## src/rtl/inference_argmax_seq_pkg.sv

```systemverilog
// Shared types and sizing for the inference argmax sequencer.
// Score width, class count and the sequencer state encoding.
package dnn_pkg;

    localparam int DATA_WIDTH  = 8;
    localparam int NUM_CLASSES = 10;
    localparam int IDX_W       = 4;

    localparam logic [IDX_W-1:0] TIMEOUT_CLASS = 4'hF;

    typedef enum logic [2:0] {
        IDLE,
        CLEAR,
        LAUNCH,
        WAIT,
        SCAN,
        RESULT
    } state_t;

endpackage

```

## src/rtl/inference_argmax_seq_if.sv

```systemverilog
// Request, engine and result signals of the argmax sequencer.
// master is the sequencer side, slave is the requester/engine side.
interface inference_argmax_seq_if #(
    parameter int DATA_WIDTH = dnn_pkg::DATA_WIDTH
);

    logic                         req_valid;
    logic                         req_ready;
    logic                         eng_reset;
    logic                         eng_start;
    logic                         eng_done;
    logic [3:0]                   eng_idx;
    logic signed [DATA_WIDTH-1:0] eng_out;
    logic                         res_valid;
    logic                         res_ready;
    logic [3:0]                   res_class;
    logic signed [DATA_WIDTH-1:0] res_score;
    logic                         res_timeout;
    logic                         busy;

    modport master (
        input  req_valid,
        output req_ready,
        output eng_reset,
        output eng_start,
        input  eng_done,
        output eng_idx,
        input  eng_out,
        output res_valid,
        input  res_ready,
        output res_class,
        output res_score,
        output res_timeout,
        output busy
    );

    modport slave (
        output req_valid,
        input  req_ready,
        input  eng_reset,
        input  eng_start,
        output eng_done,
        input  eng_idx,
        output eng_out,
        input  res_valid,
        output res_ready,
        input  res_class,
        input  res_score,
        input  res_timeout,
        input  busy
    );

endinterface

```

## src/rtl/inference_argmax_seq_acc.sv

```systemverilog
// Running argmax over sampled scores.
// Ties keep the earlier index because only strict greater-than replaces.
module argmax_acc #(
    parameter int DATA_WIDTH = dnn_pkg::DATA_WIDTH
) (
    input  logic                         clk,
    input  logic                         clear,
    input  logic                         sample,
    input  logic [3:0]                   idx,
    input  logic signed [DATA_WIDTH-1:0] value,
    output logic [3:0]                   best_idx,
    output logic signed [DATA_WIDTH-1:0] best_val
);

    logic take;

    assign take = sample && ((idx == 4'd0) || (value > best_val));

    always_ff @(posedge clk) begin
        if (clear) begin
            best_idx <= '0;
            best_val <= '0;
        end else if (take) begin
            best_idx <= idx;
            best_val <= value;
        end
    end

endmodule

```

## src/rtl/inference_argmax_seq.sv

```systemverilog
// Sequencer: clears and launches the engine, waits for completion,
// scans every class score and holds the winning class until accepted.
module inference_argmax_seq #(
    parameter int DATA_WIDTH     = dnn_pkg::DATA_WIDTH,
    parameter int NUM_CLASSES    = dnn_pkg::NUM_CLASSES,
    parameter int TIMEOUT_CYCLES = 65535
) (
    input logic                    clk,
    input logic                    rst,
    inference_argmax_seq_if.master bus
);

    import dnn_pkg::*;

    localparam int CW = $clog2(TIMEOUT_CYCLES + 1);

    state_t                       state;
    state_t                       state_nx;
    logic [IDX_W-1:0]             scan_idx;
    logic [CW-1:0]                cnt;
    logic                         timed_out;
    logic                         expire;
    logic                         last_idx;
    logic [IDX_W-1:0]             best_idx;
    logic signed [DATA_WIDTH-1:0] best_val;

    assign last_idx = (scan_idx == IDX_W'(NUM_CLASSES - 1));

    always_comb begin
        state_nx = state;
        expire   = 1'b0;
        unique case (state)
            IDLE:   if (bus.req_valid) state_nx = CLEAR;
            CLEAR:  state_nx = LAUNCH;
            LAUNCH: state_nx = WAIT;
            WAIT: begin
                if (bus.eng_done) begin
                    state_nx = SCAN;
                end else if (cnt == CW'(TIMEOUT_CYCLES - 1)) begin
                    state_nx = RESULT;
                    expire   = 1'b1;
                end
            end
            SCAN:   if (last_idx) state_nx = RESULT;
            RESULT: if (bus.res_ready) state_nx = IDLE;
            default: state_nx = IDLE;
        endcase
    end

    // cnt counts completed WAIT cycles; it is zero on the first one
    always_ff @(posedge clk) begin
        if (rst) begin
            state     <= IDLE;
            scan_idx  <= '0;
            cnt       <= '0;
            timed_out <= 1'b0;
        end else begin
            state    <= state_nx;
            cnt      <= (state == WAIT) ? cnt + CW'(1) : '0;
            scan_idx <= (state == SCAN) ? scan_idx + IDX_W'(1) : '0;
            if (state == CLEAR) begin
                timed_out <= 1'b0;
            end else if (expire) begin
                timed_out <= 1'b1;
            end
        end
    end

    argmax_acc #(
        .DATA_WIDTH(DATA_WIDTH)
    ) u_acc (
        .clk     (clk),
        .clear   (rst || (state == CLEAR)),
        .sample  (state == SCAN),
        .idx     (scan_idx),
        .value   (bus.eng_out),
        .best_idx(best_idx),
        .best_val(best_val)
    );

    assign bus.req_ready   = (state == IDLE);
    assign bus.busy        = (state != IDLE);
    assign bus.eng_reset   = (state == CLEAR);
    assign bus.eng_start   = (state == LAUNCH);
    assign bus.eng_idx     = (state == SCAN) ? scan_idx : '0;
    assign bus.res_valid   = (state == RESULT);
    assign bus.res_timeout = timed_out;
    assign bus.res_class   = timed_out ? TIMEOUT_CLASS : best_idx;
    assign bus.res_score   = timed_out ? '0 : best_val;

endmodule

```

## src/flat_wrapper.sv

```systemverilog
// flat-port wrapper written by rule: the top's interface ports become plain ports
module inference_argmax_seq_flat import dnn_pkg::*;
#(
    parameter int DATA_WIDTH     = dnn_pkg::DATA_WIDTH,
    parameter int NUM_CLASSES    = dnn_pkg::NUM_CLASSES,
    parameter int TIMEOUT_CYCLES = 65535
)
  (clk, rst, bus_req_valid, bus_req_ready, bus_eng_reset, bus_eng_start, bus_eng_done, bus_eng_idx, bus_eng_out, bus_res_valid, bus_res_ready, bus_res_class, bus_res_score, bus_res_timeout, bus_busy);
  inference_argmax_seq_if #(.DATA_WIDTH(DATA_WIDTH)) bus_i ();
  input logic clk;
  input logic rst;
  input wire logic [$bits(bus_i.req_valid)-1:0] bus_req_valid;
  output wire logic [$bits(bus_i.req_ready)-1:0] bus_req_ready;
  output wire logic [$bits(bus_i.eng_reset)-1:0] bus_eng_reset;
  output wire logic [$bits(bus_i.eng_start)-1:0] bus_eng_start;
  input wire logic [$bits(bus_i.eng_done)-1:0] bus_eng_done;
  output wire logic [$bits(bus_i.eng_idx)-1:0] bus_eng_idx;
  input wire logic [$bits(bus_i.eng_out)-1:0] bus_eng_out;
  output wire logic [$bits(bus_i.res_valid)-1:0] bus_res_valid;
  input wire logic [$bits(bus_i.res_ready)-1:0] bus_res_ready;
  output wire logic [$bits(bus_i.res_class)-1:0] bus_res_class;
  output wire logic [$bits(bus_i.res_score)-1:0] bus_res_score;
  output wire logic [$bits(bus_i.res_timeout)-1:0] bus_res_timeout;
  output wire logic [$bits(bus_i.busy)-1:0] bus_busy;
  assign bus_i.req_valid = bus_req_valid;
  assign bus_req_ready = bus_i.req_ready;
  assign bus_eng_reset = bus_i.eng_reset;
  assign bus_eng_start = bus_i.eng_start;
  assign bus_i.eng_done = bus_eng_done;
  assign bus_eng_idx = bus_i.eng_idx;
  assign bus_i.eng_out = bus_eng_out;
  assign bus_res_valid = bus_i.res_valid;
  assign bus_i.res_ready = bus_res_ready;
  assign bus_res_class = bus_i.res_class;
  assign bus_res_score = bus_i.res_score;
  assign bus_res_timeout = bus_i.res_timeout;
  assign bus_busy = bus_i.busy;
  inference_argmax_seq #(.DATA_WIDTH(DATA_WIDTH), .NUM_CLASSES(NUM_CLASSES), .TIMEOUT_CYCLES(TIMEOUT_CYCLES)) u_core (.clk(clk), .rst(rst), .bus(bus_i));
endmodule
```

## config.mk

```make
export PLATFORM = sky130hd
export DESIGN_NAME = inference_argmax_seq_flat
export DESIGN_NICKNAME = d
export VERILOG_FILES = /design/src/rtl/inference_argmax_seq_pkg.sv /design/src/rtl/inference_argmax_seq_if.sv /design/src/rtl/inference_argmax_seq_acc.sv /design/src/rtl/inference_argmax_seq.sv /design/src/flat_wrapper.sv
export SDC_FILE = /design/constraint.sdc
export NUM_CORES = 1
export LEC_CHECK = 0
export BUFFER_PORTS_ARGS = -buffer_cell sky130_fd_sc_hd__buf_2
export CAP_MARGIN = 20
export CELL_PAD_IN_SITES_DETAIL_PLACEMENT = 0
export CELL_PAD_IN_SITES_GLOBAL_PLACEMENT = 1
export CORE_MARGIN = 5
export CORE_UTILIZATION = 36
export DETAILED_ROUTE_END_ITERATION = 6
export PLACE_DENSITY = 0.84
export SLEW_MARGIN = 20
export SYNTH_ARGS = -nofsm -noshare
export SYNTH_HDL_FRONTEND = slang
export SYNTH_SLANG_ARGS = --single-unit
```

## constraint.sdc

```tcl
create_clock -name clk -period 1.8 [get_ports clk]
set_input_delay 0.36 -clock clk [delete_from_list [all_inputs] [get_ports clk]]
set_output_delay 0.36 -clock clk [all_outputs]
set_load 0.005 [all_outputs]
```

# [Word level (Yosys, flattened, before mapping)]
# Cells that the tools add are included.
[word_totals] regBits=36 latchBits=0 mem_bits_rw=0 mem_bits_ro=0 input_bits=13 output_inout_bits=22 word_cells=44 mem_count=0
[op_classes] add_sub_neg=2 multipliers=0 div_mod_pow=0 magnitude_cmp=1 n_eq_ne=11 shifts=0 muxes=12 n_bitwise=2 n_reduce_logical=10
[ops] operator="3-bit one-hot mux with 6 select lines" count=1
[ops] operator="16-bit by 1-bit adder with 16-bit output (second input constant)" count=1
[ops] operator="16-bit equality test (second input constant)" count=1
[ops] operator="3-bit two-way mux" count=5
[ops] operator="8-bit greater-than comparator" count=1
[ops] operator="4-bit two-way mux" count=2
[ops] operator="8-bit two-way mux" count=1
[ops] operator="3-bit by 2-bit equality test with 1-bit output (second input constant)" count=2
[ops] operator="3-bit equality test (second input constant)" count=2
[ops] operator="2-bit OR reduction" count=3
[ops] operator="4-bit by 1-bit adder with 4-bit output (second input constant)" count=1
[ops] operator="4-bit equality test (second input constant)" count=1
[ops] operator="4-bit logical NOT" count=1
[ops] operator="2-bit by 1-bit != test with 1-bit output (second input constant)" count=2
[ops] operator="4-bit AND reduction" count=1
[ops] operator="3-bit by 1-bit equality test with 1-bit output (second input constant)" count=1
[ops] operator="3-bit logical NOT" count=1
[ops] operator="1-bit two-way mux" count=3
[ops] operator="3-bit by 2-bit != test with 1-bit output (second input constant)" count=1
[ops] operator="3-bit nonzero test" count=1
[ops] operator="1-bit logical OR" count=2
[ops] operator="2-bit != test (second input constant)" count=1
[ops] operator="1-bit inverter" count=2
[ops] operator="1-bit logical AND" count=1

# [Logic depth before layout (Yosys ltp)]
# Gate-level depths: netlist (run 1).
[depth] ltp_word=4 depth_mapped=8 mapped_depth_nobuf=7

# [Modules after synthesis]
# A second synthesis (run 1) with hierarchy kept.
[unflattened] cells_unflattened=231 hier_area_um2=1991.9
[modules_own_cells] module="inference_argmax_seq" n_inst=1 cells_per_inst=147 area_each_um2=1209.9 seq_area_each_um2=480.5
[modules_own_cells] module="argmax_acc" n_inst=1 cells_per_inst=84 area_each_um2=782.0 seq_area_each_um2=240.2

# [Worst setup path before layout (run 1)]
# Ideal clock, no wire load.
[synth_timing] kind="input to register" from="input port bus_eng_out[5]" to="register u_core.u_acc.best_idx[0]" setup_time_ps=119 arrival_time_ps=1762 required_ps=1681 slack_ps=-81 cell_stages=6 path_buffers=1 cell_sequence="ha_1 a21o_1 a2111o_1 o31a_1 buf_6 mux2i_1"
[synth_via] elab_chain_len=3
[synth_lines] element="start, declared" line="flat_wrapper.sv:18" text="input wire logic [$bits(bus_i.eng_out)-1:0] bus_eng_out;"
[synth_lines] element="8-bit greater-than comparator" line="inference_argmax_seq_acc.sv:17" text="assign take = sample && ((idx == 4'd0) || (value > best_val));"
[synth_lines] element="1-bit logical OR" line="inference_argmax_seq_acc.sv:17"
[synth_lines] element="1-bit logical AND" line="inference_argmax_seq_acc.sv:17"
[synth_lines] element="end signal, assigned" line="inference_argmax_seq_acc.sv:24" text="best_idx <= idx;"
[synth_lines] element="end, declared" line="inference_argmax_seq_acc.sv:11" text="output logic [3:0] best_idx,"
# Every way passes these cells.
# A chain may end at the register's enable or synchronous reset.

# [Final worst setup path (run 1)]
[layout_timing] from="register u_core.u_acc.best_val[5]" to="register u_core.u_acc.best_val[0]"
[layout_via] elab_chain_len=3
[layout_lines] element="start, declared" line="inference_argmax_seq_acc.sv:12" text="output logic signed [DATA_WIDTH-1:0] best_val"
[layout_lines] element="start signal, assigned" line="inference_argmax_seq_acc.sv:25" text="best_val <= value;"
[layout_lines] element="8-bit greater-than comparator" line="inference_argmax_seq_acc.sv:17"
[layout_lines] element="1-bit logical OR" line="inference_argmax_seq_acc.sv:17"
[layout_lines] element="1-bit logical AND" line="inference_argmax_seq_acc.sv:17"
# Every way passes these cells.

==> summary.md, run 1 <==
| Metric | Value |
|---|---|
| Type of the worst min-delay path | in2reg |
| Worst reg2reg setup slack | -0.02 ns |
| Hold Path Origin | bus_eng_out[3] |
| Critical path capture point type | flop |
| Setup Crit Path Kind | reg2reg |
| Clk buf depth | 2 |
| Post-placement cell count | 348 |
| Post-route DRC | 0 |
| Violation count after the first detailed-routing iteration | 50 |
| Total congestion overflow | 0 |
| Area Overhead vs Synth | 25.1% |
| Synthesized netlist net count | 261 |
| Violations in the final reports | setup timing |
| Quantity of hold-fixing buffers added after cts | 0 |
| Power density normalized to cell area | 668 mW/mm² |
| Peak VDD IR | approximately 0.26 mV |
| Adder and majority cell fraction of the synthesized area | 8.58% |
| # rows | 26 |
| Area of the placeable core | 0.00511 mm² |
| Overall routed net length | ~3.9 mm |
| Hold Path Sink | u_core.u_acc.best_val[3]$_SDFFE_PP0P_ |
| Minimum setup slack in the final design | -0.0211 ns |
| Via count of the first global-routing pass | 1498 |
| FFs w/ async S/R, synth | 0% |
| Max cap viols | 0 |
| Measured slew at the worst slew-check pin | ~0.5 ns |
| Area share of and/or/nand/nor cells after synthesis | about 28% |
| RSZ-0062 raised after global routing | true |
| Count of inserted antenna diode cells | 0 |
| Detail Route Antenna Nets | 0 |
| Largest net degree at the start of global routing | 23 |
| Full die area | just under 0.007 mm² |
| Clk slew on worst S/H paths | 0.07 ns |
| Compound-cell area share of the yosys netlist | roughly 7.9% |
| Global-route total usage across every layer | 12.7% |
| Netlist Area Pre-Place | between 0.0015 and 0.002 mm² |
| Portion of the post-synthesis area used by sequential elements | 38.0% |
| Inserted Clock Buffers | 5 |
| Number of enable flip-flop cells after synthesis | 0 |
| Worst path required time | 1.97 ns |
| Number of antenna violations at the first check in global routing | 0 |
| Peak fanout along the critical path | 5 |
| Initial Util | 37.1% |
| Endpoint of the worst register-to-register path | u_core.u_acc.best_val[0]$_SDFFE_PP0P_ |
| Syn Area/Cell | ~8.1 µm² |
| Via count of the routed design | 1644 |
| Final cell count without fillers | 357 |
| Final period utilization | 101% |
| Wirelength per Cell | 11.0 µm |
| Arrival time reported for the critical path endpoint | 1.99 ns |
| Combinational family with the most area after synthesis | simple AND/OR/NAND/NOR gates |
| Input/output buffers | 34 |
| Total count of max-transition violations in the final report | 0 |
| Area of all sequential standard cells | 726 µm² |
| Synthesized-area fraction occupied by xor and xnor cells | 6.47% |
| Synth cell types | 39 |
| Hold Violations, Final | 0 |
| Routed vias/inst | around 4.6 |
| Worst reg2reg startpoint | u_core.u_acc.best_val[5]$_SDFFE_PP0P_ |
| Mux share of post-synthesis cell area | 5.28% |
| Wire length of the first global-routing pass | roughly 6.7 mm |
| Leak Pwr | 0.000986 µW |
| Multi-input gate area in the final layout | 0.00109 mm² |
| Clock latency of the later-clocked register in the worst-skew pair | about 0.28 ns |
| Filler Cell Count | between 500 and 600 |
| Number of nets at the end of the flow | roughly 310 |
| Number of cells on the worst hold path | 3 |
| Time the final worst path needs with I/O delays and setup | 1.82 ns |
| Relative slew margins | 66.7% |
| Post-layout power | 1580 µW |
| Status | finished with violations |
| Number of setup violations in the final report | 9 |
| CTS H-tree lvls | 2 |
| Number of synthesis warnings | 0 |
| Number of flip-flops and latches in the synthesized netlist | 36 |
| Sum of net half-perimeters after detailed placement | 3.00 mm |
| Gp weighted congestion | 0.787 |
| Clock skew after layout | 0.00566 ns |
| Cell depth of the worst flop-to-flop path | 7 |
| 1st-pass router iterations | 4 |
| Number of clock sinks | 36 |
| CP startpoint kind | flop |
| Height of the chip | 82.6 µm |
| Fraction of final layout cells with drive strength greater than 1 | 28.2% |
| TritonCTS clock tree | yes |
| Count of pins on the block boundary | 35 |
| Root buffer selected by CTS | clkbuf_8 |
| Summed negative setup slack over all endpoints | -0.0826 ns |
| Cell count after synthesis | approximately 240 |
| Die Width | 82.6 µm |
| Leading register cell type out of synthesis | dfxtp_1 |
| Highest achievable clock rate | 549 MHz |
## synth_stat cells (all sizes together) (4+ instances only)
cell | instances | area (µm²)
nor2 | 38 | 143
dfxtp | 36 | 721
nand2 | 35 | 131
inv | 17 | 63.8
ha | 13 | 163
mux2i | 10 | 100
a21oi | 9 | 45.0
nand3 | 9 | 55.1
xnor2 | 7 | 61.3
xor2 | 7 | 61.3
clkbuf | 6 | 22.5
or2 | 6 | 37.5
o21ai | 4 | 20.0
## power by group
part / leakage [µW] / total (µW) / internal [µW] / switching [µW]
registers: 0.000292 / 819 / 807 / 11.4
logic: 0.000643 / 187 / 85.8 / 102
clock network: 0.0000510 / 579 / 305 / 274
total: 0.000986 / 1580 / 1200 / 387
## per-layer routing
metal	GRT usage, %	up-vias	share of wire [%]
met5	0	-	0
met4	3.92	0	0.69
met3	3.69	4	4.9
met2	19.2	32	44
met1	17.4	732	50
li1	-	876	-
## worst max-delay path by stage
| stage | startpoint | slack (ns) | depth (start not counted) | endpoint |
|---|---|---|---|---|
| after global placement | bus_eng_out[5] | -0.17 | 7 | u_core.u_acc.best_idx[0]$_SDFFE_PP0P_ |
| after floorplan | bus_eng_out[5] | -0.02 | 6 | u_core.u_acc.best_idx[0]$_SDFFE_PP0P_ |
| after CTS | u_core.u_acc.best_val[1]$_SDFFE_PP0P_ | -0.008 | 8 | u_core.u_acc.best_val[0]$_SDFFE_PP0P_ |
| after detailed placement | bus_eng_out[5] | -0.20 | 7 | u_core.u_acc.best_val[5]$_SDFFE_PP0P_ |
| after global routing | u_core.u_acc.best_val[5]$_SDFFE_PP0P_ | -0.09 | 7 | u_core.u_acc.best_idx[2]$_SDFFE_PP0P_ |
| final | u_core.u_acc.best_val[5]$_SDFFE_PP0P_ | -0.02 | 7 | u_core.u_acc.best_val[0]$_SDFFE_PP0P_ |
## area by class of cell
type | instances | share of cell area [%]
sequential | 36 | 30.6
clock buffer | 6 | 3.48
inverter | 17 | 2.69
multi-input combinational | 173 | 45.8
timing repair buffer | 53 | 13.3
tap | 70 | 3.69
clock inverter | 2 | 0.422
## cells in the final DEF, fill, tap and decap left out, drive strengths merged
cell type  Yosys  layout
clkbuf         6       6
o31a           1       1
o211ai         2       2
nand2         35      35
a31oi          2       2
ha            13      13
a41oi          1       1
nor2b          3       3
and2           1       1
clkinv         0       2
or2            6       6
nand3          9       9
nor4           2       2
and3b          1       1
dfxtp         36      36
nand2b         2       2
inv           17      17
xor2           7       7
nand4          2       2
nor3b          1       1
nand3b         2       2
o2bb2ai        1       1
a21o           1       1
a2111o         1       1
mux2i         10      10
buf            3      53
or4            1       1
and3           3       3
o21ai          4       4
nor3           3       3
a21oi          9       9
or3            3       3
nor2          38      38
o22ai          2       2
xnor2          7       7
## critical path, cell delays in order, from the launching register on
cell      delay [ns]
dfxtp_2         0.34
inv_2           0.05
ha_4            0.20
a21o_1          0.15
a2111o_1        0.38
o31a_1          0.31
buf_4           0.17
mux2i_1         0.11
## cells by family after synthesis
group                    Yosys count
adder cells (fa/ha/maj)           13
AO/OA/AOI/OAI                     24
buffers and inverters             26
multiplexers                      10
XOR/XNOR                          14
flip-flops                        36
AND/OR/NAND/NOR                  112
## flip-flops by register name (all words and copies together) (netlist names)
signal	cells
u_core.u_acc.best_val	8
u_core.bus.res_timeout	1
u_core.cnt	16
u_core.u_acc.best_idx	4
u_core.state	3
u_core.scan_idx	4
## stage by stage
stage	hold slack (ns)	util [%]	setup WS, ns	area [µm²]
floorplan	0.429	-	-0.0186	1910
global placement	0.443	44.2	-0.165	2260
detailed placement	0.449	44.2	-0.198	2260
CTS	0.331	46.3	-0.00825	2360
global route	0.335	46.4	-0.0922	2370
finish	0.338	46.4	-0.0211	2370
## timing repair
action | CTS | global route
buffers inserted | 1 | 0
pin swaps | 3 | 4
setup endpoints to repair | 12 | 16
resized for setup | 3 | 4
(Power assumes the default switching activity.)
==> inputs of run 2 (changes only) <==
Settings changed: CAP_MARGIN 20 to unset, CTS_BUF_LIST set to sky130_fd_sc_hd__clkbuf_16.
==> summary.md, run 2 (synthesis results as in run 1) <==
| Metric | Value |
|---|---|
| WHS | 0.348 ns (+0.00987 ns) |
| Total count of max-transition violations in the final report | 0 (unchanged) |
| Root buffer selected by CTS | clkbuf_16 |
| Number of setup violations in the final report | 0 (-9) |
| Post-layout power | 1830 µW (+15%) |
| Registers with the most flip-flops | u_core.cnt x16, u_core.u_acc.best_val x8 |
| Type of the worst min-delay path | in2reg |
| Largest net degree at the start of global routing | 23 (unchanged) |
| Leak Pwr | 0.00101 µW (+2.6%) |
| TritonCTS clock tree | yes |
| Time the final worst path needs with I/O delays and setup | 1.79 ns (-0.0312 ns) |
| Routed vias/inst | 4.62 (+0.36%) |
| Register with the most flip-flops | u_core.cnt |
| Clk buf depth | 2 (unchanged) |
| Final period utilization | 99.4% (-1.7 points) |
| Clk slew on worst S/H paths | 0.05 ns (-0.02 ns) |
| Count of inserted antenna diode cells | 0 (unchanged) |
| Worst path required time | 1.96 ns (about the same) |
| Wire length of the first global-routing pass | 6.69 mm (-0.10%) |
| Arrival time reported for the critical path endpoint | 1.95 ns (-0.04 ns) |
| Clock skew after layout | 0.00397 ns (-0.00168 ns) |
| CP startpoint kind | flop |
| Flip-flop count of the largest register after layout | 16 (unchanged) |
| Gp weighted congestion | 0.787 (unchanged) |
| Area of the placeable core | 0.00511 mm² (unchanged) |
| Number of nets at the end of the flow | 312 (unchanged) |
| Crit-path cells | inv_2 -> ha_4 -> a21o_1 -> a2111o_1 -> o31a_1 -> buf_6 -> mux2i_1 |
| Filler Cell Count | 519 (-1.7%) |
| Power density normalized to cell area | 738 mW/mm² (+10%) |
| Minimum setup slack in the final design | 0.0101 ns (+0.0312 ns) |
| Detail Route Antenna Nets | 0 (unchanged) |
| Violation count after the first detailed-routing iteration | 44 (-12%) |
| Quantity of hold-fixing buffers added after cts | 0 (unchanged) |
| Post-route standard cell area excluding fillers | 0.00247 mm² (+4.3%) |
| Slowest cell delay on critical path | 0.38 ns (about the same) |
| Area Overhead vs Synth | 30.6% |
| Wirelength per Cell | 11.1 µm (+1.6%) |
| Clock latency of the later-clocked register in the worst-skew pair | 0.27 ns (about the same) |
| Highest achievable clock rate | 559 MHz (+1.7%) |
| Count of pins on the block boundary | 35 (unchanged) |
| Area after DPL | 0.00226 mm² (unchanged) |
| Overall routed net length | 3.97 mm (+1.6%) |
| Total congestion overflow | 0 (unchanged) |
| Most used cells in the layout excluding fill and tap cells | nor2_1 (38), nand2_1 (34), buf_2 (34), dfxtp_1 (33), buf_4 (17) |
| Global-route total usage across every layer | 12.6% (-0.090 points) |
| Summed negative setup slack over all endpoints | 0 ns (+0.0826 ns) |
| Peak VDD IR | 0.431 mV (+64%) |
| Via count of the first global-routing pass | 1509 (+0.73%) |
| 1st-pass router iterations | 4 (unchanged) |
| Commonest non-fill, non-tap cell in the layout | nor2_1 |
| Critical path capture point type | flop |
| Hold Violations, Final | 0 (unchanged) |
| Place WS | -0.198 ns (unchanged) |
| Max cap viols | 0 (unchanged) |
| Relative slew margins | 65.8% (-0.89 points) |
| Fraction of final layout cells with drive strength greater than 1 | 30.0% (+1.7 points) |
| Number of clock sinks | 36 (unchanged) |
| Multi-input gate area in the final layout | 0.00114 mm² (+5.0%) |
| Area of all sequential standard cells | 724 µm² (-0.17%) |
| Setup Crit Path Kind | reg2reg |
| Initial Util | 37.1% (unchanged) |
| CTS H-tree lvls | 2 (unchanged) |
| Status | completed |
| Input/output buffers | 34 (unchanged) |
| # rows | 26 (unchanged) |
| Peak fanout along the critical path | 7 (+2) |
| Sum of net half-perimeters after detailed placement | 3.00 mm (unchanged) |
| Die Width | 82.6 µm (unchanged) |
| Measured slew at the worst slew-check pin | 0.508 ns (+0.0132 ns) |
| Inserted Clock Buffers | 5 (unchanged) |
| Number of antenna violations at the first check in global routing | 0 (unchanged) |
| Height of the chip | 82.6 µm (unchanged) |
| Crit-path slowest cell | a2111o_1 |
| Full die area | 0.00682 mm² (unchanged) |
| Post-route DRC | 0 (unchanged) |
| Via count of the routed design | 1650 (+0.36%) |
| RSZ-0062 raised after global routing | true |
run 2: final timing paths:
kind                                                            start                                    end  slack (ns)  cells after the start
worst max-delay path            u_core.u_acc.best_val[5]$_SDFFE_PP0P_  u_core.u_acc.best_val[6]$_SDFFE_PP0P_        0.01                      7
worst min-delay path                                   bus_eng_out[3]  u_core.u_acc.best_val[3]$_SDFFE_PP0P_        0.35                      3
worst max register to register  u_core.u_acc.best_val[5]$_SDFFE_PP0P_  u_core.u_acc.best_val[6]$_SDFFE_PP0P_        0.01                      7
worst min register to register  u_core.u_acc.best_val[7]$_SDFFE_PP0P_  u_core.u_acc.best_val[7]$_SDFFE_PP0P_        0.46                      2
run 2: critical path: cells and delay by family (launching register included):
family / cells / cell delay [ns]
buffers and inverters: 2 / 0.20
adders and majority gates: 1 / 0.21
AOI/OAI and AO/OA: 3 / 0.82
DFF: 1 / 0.34
muxes: 1 / 0.11
run 2: cell type report:
cell class | instances | area share [%]
well taps | 70 | 3.54
multi-input cells | 173 | 46.1
clock inverters | 3 | 0.556
clock buffers | 5 | 5.06
repair buffers | 53 | 12.9
flip-flops and latches | 36 | 29.3
inverters | 17 | 2.58
run 2: routing by layer:
| metal | GRT usage [%] | wire [µm] | vias up |
|---|---|---|---|
| met1 | 17.4 | 1990 | 739 |
| met3 | 2.71 | 190 | 3 |
| met2 | 19.1 | 1770 | 31 |
| met5 | 0 | 0 | - |
| met4 | 4.90 | 27 | 0 |
| li1 | - | - | 877 |
run 2: metrics by stage:
step / utilization [%] / cells
2_1_floorplan: - / 235
3_3_place_gp: 44.2 / 348
3_5_place_dp: 44.2 / 348
6_report: 48.5 / 357
4_1_cts: 47.5 / 357
5_1_grt: 48.5 / 357
run 2: power breakdown:
part	switching (µW)	internal (µW)	total (µW)
Clock	307	502	809
Sequential	12.0	808	820
Combinational	106	91.3	197
Total	425	1400	1830
run 2: timing repair:
| item | 4_1_cts | 5_1_grt |
|---|---|---|
| endpoints found under the setup margin | 12 | 16 |
| buffers inserted | 1 | 0 |
| resized for setup | 6 | 8 |
| pin swaps | 4 | 5 |
